$ cat src/rtl/mem_arbiter_if.sv
// Bus bundle between the per-CPU cache request channels, the RAM port and the arbiter.
// The perf counter signals exist only when MEMARB_PERF_EN is defined.
interface mem_arbiter_if #(
  parameter int CPUS   = 2,
  parameter int WORD_W = 32
);
  logic [CPUS-1:0]        iREN;
  logic [CPUS*WORD_W-1:0] iaddr;
  logic [CPUS-1:0]        dREN;
  logic [CPUS-1:0]        dWEN;
  logic [CPUS*WORD_W-1:0] daddr;
  logic [CPUS*WORD_W-1:0] dstore;
  logic [CPUS-1:0]        iwait;
  logic [CPUS-1:0]        dwait;
  logic [CPUS*WORD_W-1:0] iload;
  logic [CPUS*WORD_W-1:0] dload;
  logic                   ramREN;
  logic                   ramWEN;
  logic [WORD_W-1:0]      ramaddr;
  logic [WORD_W-1:0]      ramstore;
  logic [WORD_W-1:0]      ramload;
  logic [1:0]             ramstate;
  logic                   busy;
`ifdef MEMARB_PERF_EN
  logic [31:0]            dgrant_cnt;
  logic [31:0]            igrant_cnt;
  logic [31:0]            stall_cnt;
`endif

  modport slave (
    input  iREN, iaddr, dREN, dWEN, daddr, dstore, ramload, ramstate,
    output iwait, dwait, iload, dload, ramREN, ramWEN, ramaddr, ramstore, busy
`ifdef MEMARB_PERF_EN
    , output dgrant_cnt, igrant_cnt, stall_cnt
`endif
  );

  modport master (
    output iREN, iaddr, dREN, dWEN, daddr, dstore, ramload, ramstate,
    input  iwait, dwait, iload, dload, ramREN, ramWEN, ramaddr, ramstore, busy
`ifdef MEMARB_PERF_EN
    , input dgrant_cnt, igrant_cnt, stall_cnt
`endif
  );
endinterface

$ cat src/rtl/mem_arbiter.sv
// Single-port RAM arbiter: data channels beat instruction channels, round-robin per class.
// Define MEMARB_PERF_EN to add saturating grant/stall counters.
module mem_arbiter #(
  parameter int                CPUS     = 2,
  parameter int                WORD_W   = 32,
  parameter logic [WORD_W-1:0] ERR_WORD = 32'hBAD1BAD1
) (
  input  logic         CLK,
  input  logic         RST,
  mem_arbiter_if.slave bus
);
  localparam int CW = (CPUS > 1) ? $clog2(CPUS) : 1;

  typedef enum logic {IDLE = 1'b0, XFER = 1'b1} state_t;

  state_t                 state_r, state_nxt_s;
  logic [CW-1:0]          owner_r, irr_r, drr_r;
  logic                   cls_r, wr_r, ren_r, wen_r, busy_r;
  logic [WORD_W-1:0]      addr_r, store_r;
  logic [CPUS*WORD_W-1:0] iload_r, dload_r, iload_s, dload_s;
  logic [CPUS-1:0]        iwait_s, dwait_s, dreq_s;
  logic [CW:0]            dpick_s, ipick_s;
  logic                   win_s, win_cls_s, done_s;
  logic [CW-1:0]          win_idx_s;
  logic [WORD_W-1:0]      ld_val_s;

  // First requester at or after ptr, wrapping; MSB flags a valid pick.
  function automatic logic [CW:0] rr_pick(input logic [CPUS-1:0] req, input logic [CW-1:0] ptr);
    logic [CW:0] res;
    int          idx;
    res = '0;
    for (int i = CPUS - 1; i >= 0; i--) begin
      idx = (int'(ptr) + i) % CPUS;
      if (req[idx]) res = {1'b1, CW'(idx)};
    end
    return res;
  endfunction

  function automatic logic [CW-1:0] rr_next(input logic [CW-1:0] ptr);
    return (int'(ptr) == CPUS - 1) ? '0 : ptr + CW'(1'b1);
  endfunction

  // Arbitration between classes and within each class
  always_comb begin
    dreq_s  = bus.dREN | bus.dWEN;
    dpick_s = rr_pick(dreq_s, drr_r);
    ipick_s = rr_pick(bus.iREN, irr_r);
    if (dpick_s[CW]) begin
      win_cls_s = 1'b1;
      win_idx_s = dpick_s[CW-1:0];
    end else begin
      win_cls_s = 1'b0;
      win_idx_s = ipick_s[CW-1:0];
    end
    win_s = (state_r == IDLE) && (dpick_s[CW] || ipick_s[CW]);
  end

  // State register
  always_ff @(posedge CLK or posedge RST) begin
    if (RST) state_r <= IDLE;
    else     state_r <= state_nxt_s;
  end

  // Next-state logic
  always_comb begin
    state_nxt_s = state_r;
    case (state_r)
      IDLE:    state_nxt_s = win_s ? XFER : IDLE;
      XFER:    state_nxt_s = bus.ramstate[1] ? IDLE : XFER;
      default: state_nxt_s = IDLE;
    endcase
  end

  // Completion outputs: wait pulse and load bypass in the ACCESS/ERROR cycle
  always_comb begin
    done_s   = (state_r == XFER) && bus.ramstate[1];
    ld_val_s = (bus.ramstate == 2'b11) ? ERR_WORD : bus.ramload;
    iwait_s  = '1;
    dwait_s  = '1;
    iload_s  = iload_r;
    dload_s  = dload_r;
    if (done_s) begin
      if (cls_r) begin
        dwait_s[owner_r] = 1'b0;
        if (!wr_r) dload_s[owner_r*WORD_W +: WORD_W] = ld_val_s;
        else       dload_s = dload_r;
      end else begin
        iwait_s[owner_r] = 1'b0;
        iload_s[owner_r*WORD_W +: WORD_W] = ld_val_s;
      end
    end else begin
      iwait_s = '1;
      dwait_s = '1;
    end
  end

  // Transaction capture, RAM drive registers, rr pointers and load lanes
  always_ff @(posedge CLK or posedge RST) begin
    if (RST) begin
      owner_r <= '0;
      irr_r   <= '0;
      drr_r   <= '0;
      cls_r   <= 1'b0;
      wr_r    <= 1'b0;
      ren_r   <= 1'b0;
      wen_r   <= 1'b0;
      busy_r  <= 1'b0;
      addr_r  <= '0;
      store_r <= '0;
      iload_r <= '0;
      dload_r <= '0;
    end else begin
      iload_r <= iload_s;
      dload_r <= dload_s;
      if (win_s) begin
        owner_r <= win_idx_s;
        cls_r   <= win_cls_s;
        busy_r  <= 1'b1;
        if (win_cls_s) begin
          addr_r  <= bus.daddr[win_idx_s*WORD_W +: WORD_W];
          store_r <= bus.dstore[win_idx_s*WORD_W +: WORD_W];
          wr_r    <= bus.dWEN[win_idx_s];
          ren_r   <= ~bus.dWEN[win_idx_s];
          wen_r   <= bus.dWEN[win_idx_s];
        end else begin
          addr_r  <= bus.iaddr[win_idx_s*WORD_W +: WORD_W];
          store_r <= '0;
          wr_r    <= 1'b0;
          ren_r   <= 1'b1;
          wen_r   <= 1'b0;
        end
      end else if (done_s) begin
        ren_r  <= 1'b0;
        wen_r  <= 1'b0;
        busy_r <= 1'b0;
        if (cls_r) drr_r <= rr_next(owner_r);
        else       irr_r <= rr_next(owner_r);
      end else begin
        busy_r <= busy_r;
      end
    end
  end

  assign bus.iwait    = iwait_s;
  assign bus.dwait    = dwait_s;
  assign bus.iload    = iload_s;
  assign bus.dload    = dload_s;
  assign bus.ramREN   = ren_r;
  assign bus.ramWEN   = wen_r;
  assign bus.ramaddr  = addr_r;
  assign bus.ramstore = store_r;
  assign bus.busy     = busy_r;

`ifdef MEMARB_PERF_EN
  logic [31:0] dgrant_cnt_r, igrant_cnt_r, stall_cnt_r;

  // Saturating performance counters
  always_ff @(posedge CLK or posedge RST) begin
    if (RST) begin
      dgrant_cnt_r <= 32'd0;
      igrant_cnt_r <= 32'd0;
      stall_cnt_r  <= 32'd0;
    end else begin
      if (done_s && cls_r && (dgrant_cnt_r != 32'hFFFF_FFFF)) dgrant_cnt_r <= dgrant_cnt_r + 32'd1;
      else                                                   dgrant_cnt_r <= dgrant_cnt_r;
      if (done_s && !cls_r && (igrant_cnt_r != 32'hFFFF_FFFF)) igrant_cnt_r <= igrant_cnt_r + 32'd1;
      else                                                    igrant_cnt_r <= igrant_cnt_r;
      if ((state_r == XFER) && !bus.ramstate[1] && (stall_cnt_r != 32'hFFFF_FFFF)) stall_cnt_r <= stall_cnt_r + 32'd1;
      else                                                                          stall_cnt_r <= stall_cnt_r;
    end
  end

  assign bus.dgrant_cnt = dgrant_cnt_r;
  assign bus.igrant_cnt = igrant_cnt_r;
  assign bus.stall_cnt  = stall_cnt_r;
`endif
endmodule

$ cat src/flat_wrapper.sv
// flat-port wrapper written by rule: the top's interface ports become plain ports
module mem_arbiter_flat 
#(
  parameter int                CPUS     = 2,
  parameter int                WORD_W   = 32,
  parameter logic [WORD_W-1:0] ERR_WORD = 32'hBAD1BAD1
)
  (CLK, RST, bus_iREN, bus_iaddr, bus_dREN, bus_dWEN, bus_daddr, bus_dstore, bus_ramload, bus_ramstate, bus_iwait, bus_dwait, bus_iload, bus_dload, bus_ramREN, bus_ramWEN, bus_ramaddr, bus_ramstore, bus_busy);
  mem_arbiter_if #(.CPUS(CPUS), .WORD_W(WORD_W)) bus_i ();
  input  logic CLK;
  input  logic RST;
  input wire logic [$bits(bus_i.iREN)-1:0] bus_iREN;
  input wire logic [$bits(bus_i.iaddr)-1:0] bus_iaddr;
  input wire logic [$bits(bus_i.dREN)-1:0] bus_dREN;
  input wire logic [$bits(bus_i.dWEN)-1:0] bus_dWEN;
  input wire logic [$bits(bus_i.daddr)-1:0] bus_daddr;
  input wire logic [$bits(bus_i.dstore)-1:0] bus_dstore;
  input wire logic [$bits(bus_i.ramload)-1:0] bus_ramload;
  input wire logic [$bits(bus_i.ramstate)-1:0] bus_ramstate;
  output wire logic [$bits(bus_i.iwait)-1:0] bus_iwait;
  output wire logic [$bits(bus_i.dwait)-1:0] bus_dwait;
  output wire logic [$bits(bus_i.iload)-1:0] bus_iload;
  output wire logic [$bits(bus_i.dload)-1:0] bus_dload;
  output wire logic [$bits(bus_i.ramREN)-1:0] bus_ramREN;
  output wire logic [$bits(bus_i.ramWEN)-1:0] bus_ramWEN;
  output wire logic [$bits(bus_i.ramaddr)-1:0] bus_ramaddr;
  output wire logic [$bits(bus_i.ramstore)-1:0] bus_ramstore;
  output wire logic [$bits(bus_i.busy)-1:0] bus_busy;
  assign bus_i.iREN = bus_iREN;
  assign bus_i.iaddr = bus_iaddr;
  assign bus_i.dREN = bus_dREN;
  assign bus_i.dWEN = bus_dWEN;
  assign bus_i.daddr = bus_daddr;
  assign bus_i.dstore = bus_dstore;
  assign bus_i.ramload = bus_ramload;
  assign bus_i.ramstate = bus_ramstate;
  assign bus_iwait = bus_i.iwait;
  assign bus_dwait = bus_i.dwait;
  assign bus_iload = bus_i.iload;
  assign bus_dload = bus_i.dload;
  assign bus_ramREN = bus_i.ramREN;
  assign bus_ramWEN = bus_i.ramWEN;
  assign bus_ramaddr = bus_i.ramaddr;
  assign bus_ramstore = bus_i.ramstore;
  assign bus_busy = bus_i.busy;
  mem_arbiter #(.CPUS(CPUS), .WORD_W(WORD_W), .ERR_WORD(ERR_WORD)) u_core (.CLK(CLK), .RST(RST), .bus(bus_i));
endmodule
$ cat config.mk
export PLATFORM = sky130hd
export DESIGN_NAME = mem_arbiter_flat
export DESIGN_NICKNAME = d
export VERILOG_FILES = /design/src/rtl/mem_arbiter_if.sv /design/src/rtl/mem_arbiter.sv /design/src/flat_wrapper.sv
export SDC_FILE = /design/constraint.sdc
export NUM_CORES = 1
export LEC_CHECK = 0
export BUFFER_PORTS_ARGS = -buffer_cell sky130_fd_sc_hd__buf_2
export CORE_AREA = 2 2 170 172
export DETAILED_ROUTE_END_ITERATION = 8
export DIE_AREA = 0 0 172 174
export GPL_TIMING_DRIVEN = 0
export PLACE_DENSITY = 0.7
export SLEW_MARGIN = 20
export SYNTH_ARGS = -nofsm -noshare
export SYNTH_HDL_FRONTEND = slang
export SYNTH_SLANG_ARGS = --single-unit
$ cat constraint.sdc
create_clock -name CLK -period 5.6 [get_ports CLK]
set_input_delay 0.56 -clock CLK [delete_from_list [all_inputs] [get_ports CLK]]
set_output_delay 0.56 -clock CLK [all_outputs]
set_load 0.05 [all_outputs]
==> impl_metrics.toml <==
[outcome]
status = "finished, final reports clean"

[synth]
synth_top_family_by_area = "simple AND/OR/NAND/NOR gates"
synthSimpleGateAreaFrac = 0.190
synth.yosys.seq_area_share = 0.580
synthMuxAreaShare = 0.0382
synth_cells = 918
avgSynthCellArea_um2 = 9.45
ys_warn_count = 0
syn_area_um2 = 8670
synth-compound-area-share = 0.154
synth-xor-area-share = 0
synth.distinct_cells = 32
synthAdderAreaFrac = 0
synth_seq_cells = 201
synth_nets = 1152

[setup_path]
critPathCaptureType = "primary output"
r2r_start = "u_core.irr_r"
critPathLaunch = "u_core.state_r"
rrSetupSlack_ps = 3200
cp-start-kind = "register"
crit_fanout = 10
reg2reg_depth = 7
r2r_end = "u_core.bus.ramstore[23]"
required_ps = 5040
worst-endpoint-arrival_ps = 3120
path_class = "reg2out"

[cts]
cts_tree = "done"
cts.sinks = 201
numCtsBuffers = 24
clk_latency_ps = 530
htreeDepth = 1
root_buffer = "clkbuf_16"
clk_pin_slew_ps = 60
cts_buffer_depth = 3
post-cts-setup-buffers = 0

[grt]
antenna_found_initial = 7
grt_pass1_vias = 8757
grt_overflow = 0
grt_max_degree = 35
grt_pass1_wl_um = 50600
track_usage = 0.221

[power]
power_density_nw_per_um2 = 628
leakagePower_nw = 6.48
peakVddDrop_v = 0.000272

[routing]
via_per_inst = 4.79
firstDrtPassIters = 5
num_vias = 8561
drc = 0
wl_per_cell_um = 19.1
ant_nets = 0
wirelength_um = 34100
drt-initial-drc-count = 447

[worst_hold_path]
whs_endpoint = "u_core.bus.ramstore[13]"
hold_path_depth = 3
worstHoldPathType = "in2reg"
hold_path_startpoint = "bus_dstore[13]"

[timing]
layout_setup_ws_ps = 1920
tns_ps = 0
setup_viol = 0
post-route-period-util = 0.658
fin_crit_ps = 3680
rsz0062_at_grt = "no"
clock.fmax_ghz = 0.271
drv_slew = 0
finClkSkew_ps = 19.4
worst_pin_slew_ps = 818
whs_ps = 322
hold_violations = 0
relSlewSlack = 0.454

[placement]
pre_cts_ws_ps = 1970
placedCellCount = 1741
gp_congestion = 0.926
placement.io_buffers = 432
dpl.hpwl_um = 26500

[finish]
seq_area_um2 = 5030
final_net_count = 1618
layout.cells.non_filler = 1789
areaGrowthSynthToFinish_pct = 42.4
drive_above_1_share = 0.355
multi_input_area_um2 = 3310
fillCellCount = 2839

[die]
io_pins = 433
die_x_um = 172
core_area_um2 = 28200
rows = 62
start_util = 0.307
die_h_um = 174
die_area_um2 = 29900

[run]
drv_cap = 0
cell families after synthesis:
| family | after synthesis |
|---|---|
| DFF | 201 |
| and+or+nand+nor | 382 |
| buffers and inverters | 70 |
| muxes | 33 |
| AOI/OAI and AO/OA | 232 |
synth_stat cells, drive strengths merged:
cell type / n / area share
a211oi: 32 / 0.028
a21boi: 1 / 0.00087
a21o: 1 / 0.00087
a21oi: 2 / 0.0012
a31o: 1 / 0.0010
and2: 33 / 0.024
and3: 32 / 0.023
buf: 16 / 0.015
clkbuf: 52 / 0.023
dfrtp: 201 / 0.58
inv: 2 / 0.00087
mux2: 1 / 0.0013
mux2i: 32 / 0.037
nand2: 282 / 0.12
nand2b: 3 / 0.0025
nand3: 2 / 0.0012
nand4: 1 / 0.00072
nor2: 21 / 0.0091
nor3: 1 / 0.00058
nor4: 1 / 0.0025
o21a: 1 / 0.00087
o21ai: 161 / 0.093
o22ai: 1 / 0.00072
o31ai: 32 / 0.028
or2: 2 / 0.0014
or3: 3 / 0.0022
or4: 1 / 0.00087
state kept, by name (all words and copies together) (netlist names):
register,count
u_core.bus.ramWEN,1
u_core.iload_r,64
u_core.state_r,1
u_core.bus.busy,1
u_core.irr_r,1
u_core.dload_r,64
u_core.drr_r,1
u_core.bus.ramstore,32
u_core.owner_r,1
u_core.bus.ramREN,1
u_core.wr_r,1
u_core.cls_r,1
u_core.bus.ramaddr,32
stage by stage:
stage,util,cell area (um^2),power [mW]
final,0.437,12400,7.76
after global routing,0.437,12400,8.12
after CTS,0.437,12300,7.80
after detailed placement,0.406,11500,6.09
after global placement,0.401,11300,6.02
after floorplan,-,8680,5.06
area by class of cell:
type | count | area share
multi-input combinational | 647 | 0.268
timing repair buffer | 440 | 0.188
inverter | 2 | 0.000912
antenna | 4 | 0.000810
clock inverter | 6 | 0.0118
sequential | 201 | 0.407
clock buffer | 37 | 0.0583
buffer | 68 | 0.0261
tap | 384 | 0.0389
worst max-delay path, cell delays in order, from the launching register on:
cell and delay, ps:
dfrtp_1 450, nand2_1 230, or3_1 240, clkbuf_1 510, clkbuf_1 560, nand2_1 110, o21ai_0 160, buf_2 330
per-layer routing:
metal  track usage  wire, um  up-vias  part of all wire
met5             0        38        -            0.0011
met4        0.0735      1170        6             0.034
met3        0.0531      2850       75             0.084
met2         0.407     17400      401              0.51
met1         0.247     12600     4022              0.37
li1              -         -     4057                 -
where the power goes:
part	internal [mW]	leakage, nW	switching [mW]
Combinational	0.774	3.58	3.09
Sequential	2.02	2.49	0.188
Clock	1.07	0.421	0.621
Total	3.86	6.48	3.90
cells in the final DEF (no fill, tap or decap), types with 3 or more instances in the layout:
cell type,n
o21ai_0,152
clkbuf_1,58
or3_1,3
o31ai_1,32
nor2_1,21
bufinv_16,4
buf_12,6
and3_1,32
o21ai_1,9
and2_1,33
a211oi_1,32
diode_2,4
buf_6,7
mux2i_1,32
buf_2,438
dfrtp_1,201
nand2_1,282
clkbuf_8,7
clkbuf_16,24
how the worst max path moves through the flow:
stage | to | slack, ps | depth (start not counted)
floorplan | bus_dload[62] | 1940 | 5
global placement | u_core.iload_r[57] | 1200 | 2
detailed placement | bus_dload[47] | 1970 | 7
CTS | bus_iload[29] | 1830 | 7
global route | bus_iload[27] | 1700 | 7
finish | bus_iload[29] | 1920 | 7
repair_timing:
action / CTS / global route
endpoints found under the hold margin: 7 / 0
resized for setup: 0 / 0
hold buffers: 1 / 0
Power figures use the tool's default switching activity.
